`src/rtl/rx_arbiter.sv`:
```
// Round-robin arbiter sharing one UART byte receiver between NUM_REQ consumers.
// Per-requester lock keeps the grant for back-to-back bursts.
module rx_arbiter #(
    parameter int unsigned NUM_REQ = 2,
    parameter int unsigned CNT_W   = 16
) (
    input  logic               clk,
    input  logic               rst,
    input  logic [NUM_REQ-1:0] req,
    input  logic [NUM_REQ-1:0] lock,
    output logic [NUM_REQ-1:0] gnt,
    output logic [NUM_REQ-1:0] ack,
    output logic [7:0]         data,
    output logic               busy,
    output logic [CNT_W-1:0]   byte_cnt,
    output logic               rx_start,
    input  logic               rx_busy,
    input  logic [7:0]         rx_data
);

    localparam int unsigned PTR_W = $clog2(NUM_REQ);

    localparam logic [1:0] StIdle    = 2'd0;
    localparam logic [1:0] StIssue   = 2'd1;
    localparam logic [1:0] StWait    = 2'd2;
    localparam logic [1:0] StDeliver = 2'd3;

    logic [1:0]         state_q, state_d;
    logic [NUM_REQ-1:0] gnt_q, gnt_d;
    logic [NUM_REQ-1:0] ack_q, ack_d;
    logic [PTR_W-1:0]   owner_q, owner_d;
    logic [PTR_W-1:0]   ptr_q, ptr_d;
    logic [7:0]         data_q, data_d;
    logic [CNT_W-1:0]   cnt_q, cnt_d;
    logic               busy_q, busy_d;
    logic               rx_start_q, rx_start_d;

    logic               pick_valid;
    logic [PTR_W-1:0]   pick_idx;
    logic [PTR_W-1:0]   ptr_next;

    // First requester at or after ptr, searching upward with wrap.
    always_comb begin
        int unsigned idx;
        pick_valid = 1'b0;
        pick_idx   = '0;
        idx        = 0;
        for (int unsigned k = 0; k < NUM_REQ; k++) begin
            idx = (int'(ptr_q) + k) % NUM_REQ;
            if (!pick_valid && req[idx[PTR_W-1:0]]) begin
                pick_valid = 1'b1;
                pick_idx   = idx[PTR_W-1:0];
            end
        end
    end

    assign ptr_next = (owner_q == PTR_W'(NUM_REQ - 1)) ? '0 : owner_q + PTR_W'(1);

    always_comb begin
        state_d = state_q;
        gnt_d   = gnt_q;
        ack_d   = '0;
        owner_d = owner_q;
        ptr_d   = ptr_q;
        data_d  = data_q;
        cnt_d   = cnt_q;
        unique case (state_q)
            StIdle: begin
                if (pick_valid) begin
                    gnt_d           = '0;
                    gnt_d[pick_idx] = 1'b1;
                    owner_d         = pick_idx;
                    state_d         = StIssue;
                end
            end
            StIssue: begin
                if (rx_busy) begin
                    state_d = StWait;
                end
            end
            StWait: begin
                if (!rx_busy) begin
                    data_d  = rx_data;
                    cnt_d   = cnt_q + CNT_W'(1);
                    ack_d   = gnt_q;
                    state_d = StDeliver;
                end
            end
            StDeliver: begin
                if (lock[owner_q] && req[owner_q]) begin
                    state_d = StIssue;
                end else begin
                    ptr_d   = ptr_next;
                    gnt_d   = '0;
                    state_d = StIdle;
                end
            end
            default: begin
                gnt_d   = '0;
                state_d = StIdle;
            end
        endcase
    end

    // Status outputs are flopped from the next state so every output is registered.
    always_comb begin
        busy_d     = (state_d != StIdle);
        rx_start_d = (state_d == StIssue);
    end

    always_ff @(posedge clk or posedge rst) begin
        if (rst) begin
            state_q    <= StIdle;
            gnt_q      <= '0;
            ack_q      <= '0;
            owner_q    <= '0;
            ptr_q      <= '0;
            data_q     <= 8'h00;
            cnt_q      <= '0;
            busy_q     <= 1'b0;
            rx_start_q <= 1'b0;
        end else begin
            state_q    <= state_d;
            gnt_q      <= gnt_d;
            ack_q      <= ack_d;
            owner_q    <= owner_d;
            ptr_q      <= ptr_d;
            data_q     <= data_d;
            cnt_q      <= cnt_d;
            busy_q     <= busy_d;
            rx_start_q <= rx_start_d;
        end
    end

    assign gnt      = gnt_q;
    assign ack      = ack_q;
    assign data     = data_q;
    assign busy     = busy_q;
    assign byte_cnt = cnt_q;
    assign rx_start = rx_start_q;

endmodule

```
`config.mk`:
```
export PLATFORM = sky130hd
export DESIGN_NAME = rx_arbiter
export DESIGN_NICKNAME = d
export VERILOG_FILES = /design/src/rtl/rx_arbiter.sv
export SDC_FILE = /design/constraint.sdc
export NUM_CORES = 1
export LEC_CHECK = 0
export CAP_MARGIN = 10
export CORE_MARGIN = 10
export CORE_UTILIZATION = 40
export DETAILED_ROUTE_END_ITERATION = 16
export DONT_BUFFER_PORTS = 1
export PLACE_DENSITY_LB_ADDON = 0.12
export SKIP_CTS_REPAIR_TIMING = 1
export SLEW_MARGIN = 5
export SYNTH_ARGS = -nofsm -noshare
export SYNTH_HDL_FRONTEND = slang
export SYNTH_SLANG_ARGS = --single-unit
```
`constraint.sdc`:
```
create_clock -name clk -period 4.7 [get_ports clk]
set_input_delay 0.235 -clock clk [delete_from_list [all_inputs] [get_ports clk]]
set_output_delay 0.235 -clock clk [all_outputs]
set_load 0.01 [all_outputs]
```
-- Word-level counts from Yosys, hierarchy flattened
Cells that the tools add are included.
- register bits: 34
- latch bits: 0
- memory bits (writable): 0
- ROM bits: 0
- input bits: 15
- output and inout port bits: 30
- word-level logic and storage cells: 61
- memories kept: 0
- add/sub/neg operators: 3
- multipliers: 0
- div/mod/pow operators: 0
- magnitude comparators: 5
- equality and inequality tests: 6
- shift-type cells: 0
- mux-type cells: 25
- bitwise gates (word level): 2
- reduce and logical (&&, ||, !) cells: 11
- operator list (cell ; number):
    adder 16 x 1 -> 16 bit (second input constant) ; 1
    two-way mux 1 bit ; 15
    two-way mux 2 bit ; 7
    < comparator 1 x 2 -> 1 bit (second input constant) ; 4
    case mux 2 bit (4 select lines) ; 1
    AND reduction 2 bit ; 3
    equality test 2 x 1 -> 1 bit (second input constant) ; 2
    equality test 2 bit (second input constant) ; 2
    != test 2 bit (second input constant) ; 2
    case mux 2 bit (2 select lines) ; 1
    nonzero test 2 bit ; 2
    logical AND 1 bit ; 3
    AND reduction 3 bit ; 1
    adder 1 bit (second input constant) ; 2
    zero test 2 bit ; 1
    NOT 1 bit ; 2
    demux 1 bit (select 1 bit) ; 1
    >= comparator 1 bit (second input constant) ; 1
    zero test 1 bit ; 1

-- Longest topological paths before layout
Gate-level depths: netlist of the first run.
- depth after elaboration: 12
- depth in mapped cells: 8
- mapped depth without buffers: 7

-- Worst setup path after synthesis of the first run
OpenSTA, ideal clock, no wires.
- path type: reg2reg
- from: register state_q[0]
- to: register data_q[0] (netlist: data[0])
- library setup time: 0.125 ns
- arrival: 1.496 ns
- required time: 4.575 ns
- path slack: 3.079 ns
- cell stages (with the launch flop): 7
- path buffers: 2
- clock period less this slack: 1.621 ns
- path through: dfrtp_1 > inv_1 > ha_1 > nor2b_1 > buf_4 > buf_2 > mux2_2
- cells in the longest elaborated chain, start to end: 2
- ends and longest elaborated chain (what ; RTL line ; RTL):
    start: declaration ; 28 ; logic [1:0] state_q, state_d;
    start signal: assignment ; 113 ; state_q <= StIdle;
    start signal: assignment ; 123 ; state_q <= state_d;
    equality test 2 bit ; 67 ; unique case (state_q)
    AND reduction 2 bit (no source line) ; n/a ;
    end signal: assignment ; 128 ; data_q <= data_d;
    end: declaration ; 33 ; logic [7:0] data_q, data_d;
Every way passes these cells.
A chain may end at the register's enable or synchronous reset.

-- Worst setup path after layout of the first run
- from: register state_q[0]
- to: register cnt_q[12] (netlist: byte_cnt[12])
- cells in the longest elaborated chain, start to end: 2
- ends and longest elaborated chain (what ; RTL line ; RTL):
    equality test 2 bit ; 67 ;
    AND reduction 2 bit (no source line) ; n/a ;
    end signal: assignment ; 129 ; cnt_q <= cnt_d;
    end: declaration ; 34 ; logic [CNT_W-1:0] cnt_q, cnt_d;
Every way passes these cells.

==> results_dict.tcl, run 1 <==
set metrics [dict create \
    port_buffers 0 \
    ys.flop_type "dfrtp_1" \
    drive_above_1_share 0.148 \
    route.detailed.drc 0 \
    netlist.area_leader.share 0.563 \
    drt_iter0_drc 27 \
    yosys_warnings 0 \
    clk_pin_slew_ns 0.07 \
    synthCells 127 \
    grt_antenna_before_repair 0 \
    relSlewSlack 0.605 \
    avgSynthCellArea_um2 11.9 \
    floorplan.die.width_um 81.5 \
    syn_area_um2 1510 \
    cp_slowest_stage_delay_ns 0.52 \
    synth_edf_count 0 \
    drt-vias-per-instance 5.22 \
    wl_um 2970 \
    dpl.hpwl_um 2290 \
    crit_family "simple AND/OR/NAND/NOR gates" \
    period_minus_slack_ns 2.07 \
    finalNetCount 155 \
    ys_async_sr_fraction 1.00 \
    tritoncts "yes" \
    synth_nets 148 \
    yosysMostFrequentCell "dfrtp_1" \
    ant_nets 0 \
    hold_path_class "in2reg" \
    rsz0062_at_grt "false" \
    die_h_um 81.5 \
    yosysSeqAreaShare 0.563 \
    tns_ns 0 \
    dieArea_um2 6640 \
    hold_violations 0 \
    path_cells "inv_1, ha_1, nor2b_1, and4_1, nand3_1, xnor2_1" \
    diodes 0 \
    grt_pass1_wl_um 4570 \
    dpl-instance-area_um2 1570 \
    ys_types 32 \
    globalplace.congestion 0.732 \
    power.leakage_nw 0.752 \
    stdcell_area_um2 1670 \
    ios 45 \
    worstSetupPathType "reg2reg" \
    outcome "finished clean" \
    syn2layout_area_growth_pct 10.3 \
    clock-root-buffer "clkbuf_8" \
    drt_pass1_iterations 6 \
    fmax_mhz 482 \
    synth_common_cells "dfrtp_1, nand2_1, xnor2_1, mux2_2" \
    grt_start_max_net_pins 35 \
    vdd_ir_drop_max_mv 0.249 \
    clock_skew_ns 0.00500 \
    overflow 0 \
    synth_top_area_cell "dfrtp_1" \
    worstMarginPinSlew_ns 0.591 \
    synth_area_leaders "dfrtp_1, xnor2_1, mux2_2, ha_1, nand2_1" \
    grt_util_all_layers 0.0938 \
    slew_viol_final 0 \
    r2r.worst_path.cells 6 \
    cp_num_buf_inv 1 \
    p_per_area_nw_per_um2 577 \
    worst_path_max_delay_cell "nor2b_1" \
    htree_levels 2 \
    clk_latency_ns 0.28 \
    start_kind "register" \
    setup_violations 0 \
    drt-wirelength-per-cell_um 16.2 \
    crit_path_end_kind "register" \
    first_global_vias 919 \
    cp_data_required_time_ns 4.86 \
    vias 956 \
    fin_crit_sh 0.441 \
    arrival_ns 2.24 \
    coreArea_um2 3660 \
    maxCapViolCount 0 \
    cts_buffers 5 \
    ys_seq_elements 34 \
    worst-path-stages 6 \
    critPathMaxFanout 8 \
    start_util 0.413 \
    cts_buffer_depth 2 \
    clkSinkCount 34 \
    min_path_cells 1 \
    num_rows 22 \
]
==> where the power goes <==
| part | total (mW) | internal (mW) | switching [mW] |
|---|---|---|---|
| Sequential | 0.498 | 0.383 | 0.115 |
| Clock | 0.217 | 0.118 | 0.0990 |
| Combinational | 0.247 | 0.130 | 0.117 |
| Total | 0.962 | 0.631 | 0.331 |
==> placed cells by master, fill, tap and decap left out, drive strengths merged <==
master       Yosys  final
dfrtp           34     34
nand2           14     14
xnor2           13     13
mux2             9      9
clkbuf           0      7
nor2             6      6
inv              6      6
ha               6      6
nand3            6      6
nand4            5      5
nor2b            2      2
xor2             2      2
a21oi            2      2
nand2b           2      2
and2             2      2
buf              3      2
and4             1      1
nand4b           1      1
nor3             1      1
and3             1      1
o21ai            1      1
o22ai            1      1
o21a             1      1
o41ai            1      1
o22a             1      1
a21o             1      1
a31oi            1      1
a211oi           1      1
a211o            1      1
a32o             1      1
a22o             1      1
clkinv           0      1
dlygate4sd3      0      1
==> path summary, 6_finish.rpt <==
kind,startpoint,to,slack (ns)
max in group asynchronous,rst,byte_cnt[1],3.90
worst min-delay path,req[0],owner_q,0.05
worst max-delay path,state_q[0],byte_cnt[12],2.63
min in group asynchronous,rst,byte_cnt[13],0.50
worst max register to register,state_q[0],byte_cnt[12],2.63
worst min register to register,owner_q,ptr_q,0.52
==> sequential cells by signal, indices dropped and copies added (netlist names) <==
| signal | count |
|---|---|
| ptr_q | 1 |
| data | 8 |
| gnt | 2 |
| byte_cnt | 16 |
| owner_q | 1 |
| ack | 2 |
| rx_start | 1 |
| state_q | 2 |
| busy | 1 |
==> routing by layer <==
| metal | part of all wire | track usage |
|---|---|---|
| met1 | 0.36 | 0.0885 |
| met2 | 0.53 | 0.152 |
| met3 | 0.095 | 0.0579 |
| met4 | 0.0091 | 0.0571 |
| met5 | 0 | 0 |
==> logic make-up (layout without fill, tap and decap cells) <==
group / Yosys count / count (layout) / share of synthesized area
adders and majority gates: 6 / 6 / 0.0497
muxes: 9 / 9 / 0.0671
buffers and inverters: 9 / 17 / 0.0281
AOI/OAI and AO/OA: 13 / 13 / 0.0679
and+or+nand+nor: 41 / 41 / 0.137
xor gates and xnor gates: 15 / 15 / 0.0869
DFF: 34 / 34 / 0.563
==> per-stage QoR <==
stage / setup WS, ns / cells / hold slack, ns / util / power [mW]
global placement: 2.70 / 174 / 0.245 / 0.428 / 0.748
detailed placement: 2.64 / 174 / 0.252 / 0.428 / 0.760
global route: 2.37 / 183 / 0.0371 / 0.456 / 1.03
CTS: 2.62 / 182 / -0.0631 / 0.453 / 0.984
floorplan: 3.08 / 127 / 0.332 / - / 0.691
finish: 2.63 / 183 / 0.0491 / 0.456 / 0.962
==> layout make-up <==
cell class,instances,area (um^2)
Fill cell,356,1990
Sequential cell,34,851
Multi-Input combinational cell,84,618
Clock buffer,7,86.3
Tap cell,48,60.1
Timing Repair Buffer,3,25.0
Inverter,6,22.5
Clock inverter,1,5.00
Note: power is estimated with default switching activity, not from simulation.
==> inputs of run 2 (changes only) <==
clock period = 1.7 ns   (was 4.7 ns; I/O delays follow)
==> run 2 against run 1 <==
  * The flow now finishes with violations (negative hold slack)
  * Final area grew 11%
  * Via count grew 6.0%
  * Global-route usage grew 0.21 points
  * Critical path depth is the same
  * Flip-flop and latch count is the same
  * Critical endpoint unchanged
  * Highest routed layer unchanged
==> results_dict.tcl, run 2 (synthesis gave the netlist of run 1 again) <==
set metrics [dict create \
    fin_crit_sh 0.914 \
    num_rows 22 \
    syn2layout_area_growth_pct 22.4 \
    route.detailed.drc 0 \
    fmax_mhz 644 \
    drt_pass1_iterations 4 \
    die_h_um 81.5 \
    utilization 0.505 \
    ant_nets 0 \
    r2r_setup_slack_ns 0.15 \
    finalNetCount 171 \
    tritoncts "yes" \
    drt_iter0_drc 51 \
    clock-root-buffer "clkbuf_8" \
    setup_violations 0 \
    dieArea_um2 6640 \
    overflow 0 \
    hold_path_class "in2reg" \
    drive_above_1_share 0.199 \
    mostFrequentLayoutCell "dfrtp_1" \
    grt_util_all_layers 0.0958 \
    worstSetupPathType "reg2reg" \
    crit_path_end_kind "register" \
    floorplan.die.width_um 81.5 \
    power_mw 2.85 \
    final_cell_mix "dfrtp_1, nand2_1, xnor2_1" \
    grt_start_max_net_pins 35 \
    globalplace.congestion 0.764 \
    coreArea_um2 3660 \
    outcome "finished, violations left" \
    hold_slack_ns -0.00275 \
    clk_pin_slew_ns 0.07 \
    clk_latency_ns 0.28 \
    maxCapViolCount 0 \
    cp_data_required_time_ns 1.86 \
    ios 45 \
    cts_buffer_depth 2 \
    power.leakage_nw 0.837 \
    vias 1013 \
    hold_violations 1 \
    first_global_vias 1019 \
    htree_levels 2 \
    relSlewSlack 0.725 \
    clock_skew_ns 0.00335 \
    cts_buffers 5 \
    vdd_ir_drop_max_mv 0.962 \
    arrival_ns 1.71 \
    start_kind "register" \
    violations "negative hold slack" \
    wl_um 3150 \
    largest_reg_flops 16 \
    period_minus_slack_ns 1.55 \
    drt-vias-per-instance 5.09 \
    critPathMaxFanout 5 \
    dpl.hpwl_um 2410 \
    p_per_area_nw_per_um2 1540 \
    grt_pass1_wl_um 4940 \
    port_buffers 0 \
    slew_viol_final 0 \
    clkSinkCount 34 \
    tns_ns 0 \
    drt-wirelength-per-cell_um 15.8 \
    start_util 0.413 \
    rsz0062_at_grt "false" \
    grt_antenna_before_repair 0 \
    worstMarginPinSlew_ns 0.413 \
    diodes 0 \
]
-- run 2: path summary, 6_finish.rpt --
| path | from | endpoint | cells past startpoint |
|---|---|---|---|
| max in group asynchronous | rst | byte_cnt[0] | 3 |
| min reg2reg | owner_q | ptr_q | 1 |
| max reg2reg | state_q[0] | byte_cnt[12] | 6 |
| min in group asynchronous | rst | byte_cnt[13] | 3 |
| max | state_q[0] | byte_cnt[12] | 6 |
| min | req[1] | gnt[0] | 2 |
-- run 2: report_power, final --
part	total (mW)	switching [mW]	internal [mW]
Combinational	0.795	0.359	0.435
Sequential	1.37	0.317	1.06
Clock	0.679	0.270	0.409
Total	2.85	0.946	1.90
-- run 2: stage by stage --
step	hold WS (ns)	cells	setup WS [ns]	instance area (um^2)
6_report	-0.00275	199	0.146	1850
3_5_place_dp	0.0987	180	0.00393	1610
2_1_floorplan	0.182	127	0.0790	1510
4_1_cts	-0.209	188	-0.00351	1720
3_3_place_gp	0.0927	180	0.0447	1610
5_1_grt	0.00183	199	0.00691	1850
-- run 2: layer usage --
metal / global-route usage / vias to the layer above / share of wire
li1: - / 484 / -
met1: 0.0997 / 507 / 0.39
met2: 0.159 / 20 / 0.54
met3: 0.0535 / 2 / 0.068
met4: 0.0363 / 0 / 0.0048
met5: 0 / - / 0
-- run 2: final cells by class --
| cell class | instances | area, um^2 |
|---|---|---|
| clock buffer | 8 | 110 |
| fill | 337 | 1810 |
| inverter | 6 | 22.5 |
| multi-input combinational | 84 | 636 |
| sequential | 34 | 851 |
| tap | 48 | 60.1 |
| timing repair buffer | 19 | 170 |
-- run 2: critical path: stages (launching register included) --
cell and delay [ns]:
dfrtp_1 0.41, inv_1 0.09, ha_1 0.16, nor2b_2 0.20, and4_2 0.33, nand3_1 0.11, xnor2_1 0.14
==> inputs of run 3 (changes only) <==
CORE_UTILIZATION = 49   (was 40)
==> run 3 against run 2 <==
  * Total power decreased by 8.6%
  * Sequential power about the same
  * Maximum frequency decreased by 2.6%
  * The run now ends clean
  * Sequential share of layout area increased by 1.8 points
  * Flip-flop and latch count unchanged
  * Final area decreased by 3.9%
==> results_dict.tcl, run 3 (synthesis gave the netlist of run 1 again) <==
set metrics [dict create \
    outcome "finished clean" \
    r2r_setup_slack_ns 0.10 \
    setup_violations 0 \
    clkSinkCount 34 \
    hold_slack_ns 0.0140 \
    diodes 0 \
    relSlewSlack 0.724 \
    clock_skew_ns 0.00619 \
    vdd_ir_drop_max_mv 0.638 \
    dieArea_um2 5710 \
    tns_ns 0 \
    hold_violations 0 \
    drt_iter0_drc 46 \
    period_minus_slack_ns 1.60 \
    slew_viol_final 0 \
    fin_crit_sh 0.938 \
    start_util 0.503 \
    stdcell_area_um2 1780 \
    vias 1017 \
    ant_nets 0 \
    wl_um 3110 \
    route.detailed.drc 0 \
    fill_cells 260 \
    crit_family "flip-flops" \
    largest_reg_flops 16 \
    maxCapViolCount 0 \
    cts_buffers 5 \
    arrival_ns 1.80 \
    die_h_um 75.5 \
    dpl-instance-area_um2 1590 \
    cp_slowest_stage_delay_ns 0.40 \
    drt_pass1_iterations 2 \
    path_cells "inv_1, ha_1, nor2b_2, buf_4, o41ai_4, nand2_1" \
    multiInputGateArea_um2 633 \
    clk_latency_ns 0.33 \
    floorplan.die.width_um 75.5 \
    hold_path_class "in2reg" \
    worstMarginPinSlew_ns 0.414 \
    clk_pin_slew_ns 0.10 \
    cp_data_required_time_ns 1.90 \
    cp_num_buf_inv 2 \
    num_rows 20 \
    fmax_mhz 627 \
    syn2layout_area_growth_pct 17.6 \
    seqCellArea_um2 851 \
    critPathMaxFanout 4 \
    clock-root-buffer "clkbuf_4" \
    grt_pass1_wl_um 4620 \
    first_global_vias 950 \
    worstSetupPathType "reg2reg" \
    rsz0062_at_grt "false" \
    port_buffers 0 \
    drt-wirelength-per-cell_um 16.9 \
    finalNetCount 171 \
    start_kind "register" \
    overflow 0 \
    tritoncts "yes" \
    drive_above_1_share 0.185 \
    grt_start_max_net_pins 35 \
    mostFrequentLayoutCell "dfrtp_1" \
    drt-vias-per-instance 5.53 \
    htree_levels 2 \
    p_per_area_nw_per_um2 1460 \
    grt_antenna_before_repair 0 \
    worst_path_max_delay_cell "dfrtp_1" \
    power.leakage_nw 0.815 \
    crit_path_end_kind "register" \
    cts_buffer_depth 2 \
    final_cell_mix "dfrtp_1, nand2_1, xnor2_1" \
    ios 45 \
    dpl.hpwl_um 2350 \
    globalplace.congestion 0.711 \
    grt_util_all_layers 0.109 \
    coreArea_um2 3000 \
]
run 3: final timing paths:
check                           cells past startpoint       start          end
worst max-delay path                                6  state_q[0]         busy
max in group asynchronous                           3         rst  byte_cnt[8]
worst max register to register                      6  state_q[0]         busy
min in group asynchronous                           3         rst      data[2]
worst min-delay path                                2      req[0]       gnt[1]
worst min register to register                      1     owner_q        ptr_q
run 3: per-layer routing:
metal	wire length (um)	up-vias	GRT usage
li1	-	482	-
met1	1100	501	0.113
met2	1670	28	0.179
met3	291	6	0.0560
met4	48	0	0.0495
met5	0	-	0
run 3: per-stage QoR:
| stage | instances | utilization | worst slack, ns | power [mW] |
|---|---|---|---|---|
| after global placement | 165 | 0.530 | 0.127 | 2.10 |
| after floorplan | 127 | - | 0.0790 | 1.91 |
| final | 184 | 0.592 | 0.105 | 2.60 |
| after detailed placement | 165 | 0.530 | 0.0520 | 2.15 |
| after global routing | 184 | 0.592 | 0.00788 | 2.81 |
| after CTS | 173 | 0.550 | 0.0312 | 2.61 |
run 3: report_power, final:
part	switching, mW	internal [mW]	total (mW)
sequential	0.314	1.06	1.37
clock	0.248	0.200	0.448
combinational	0.353	0.432	0.785
run 3: area by class of cell:
class | count | area share
repair buffers | 19 | 0.0957
inverters | 6 | 0.0127
clock buffers | 7 | 0.0310
flip-flops and latches | 34 | 0.479
well taps | 33 | 0.0232
multi-input cells | 84 | 0.356
clock inverters | 1 | 0.00281
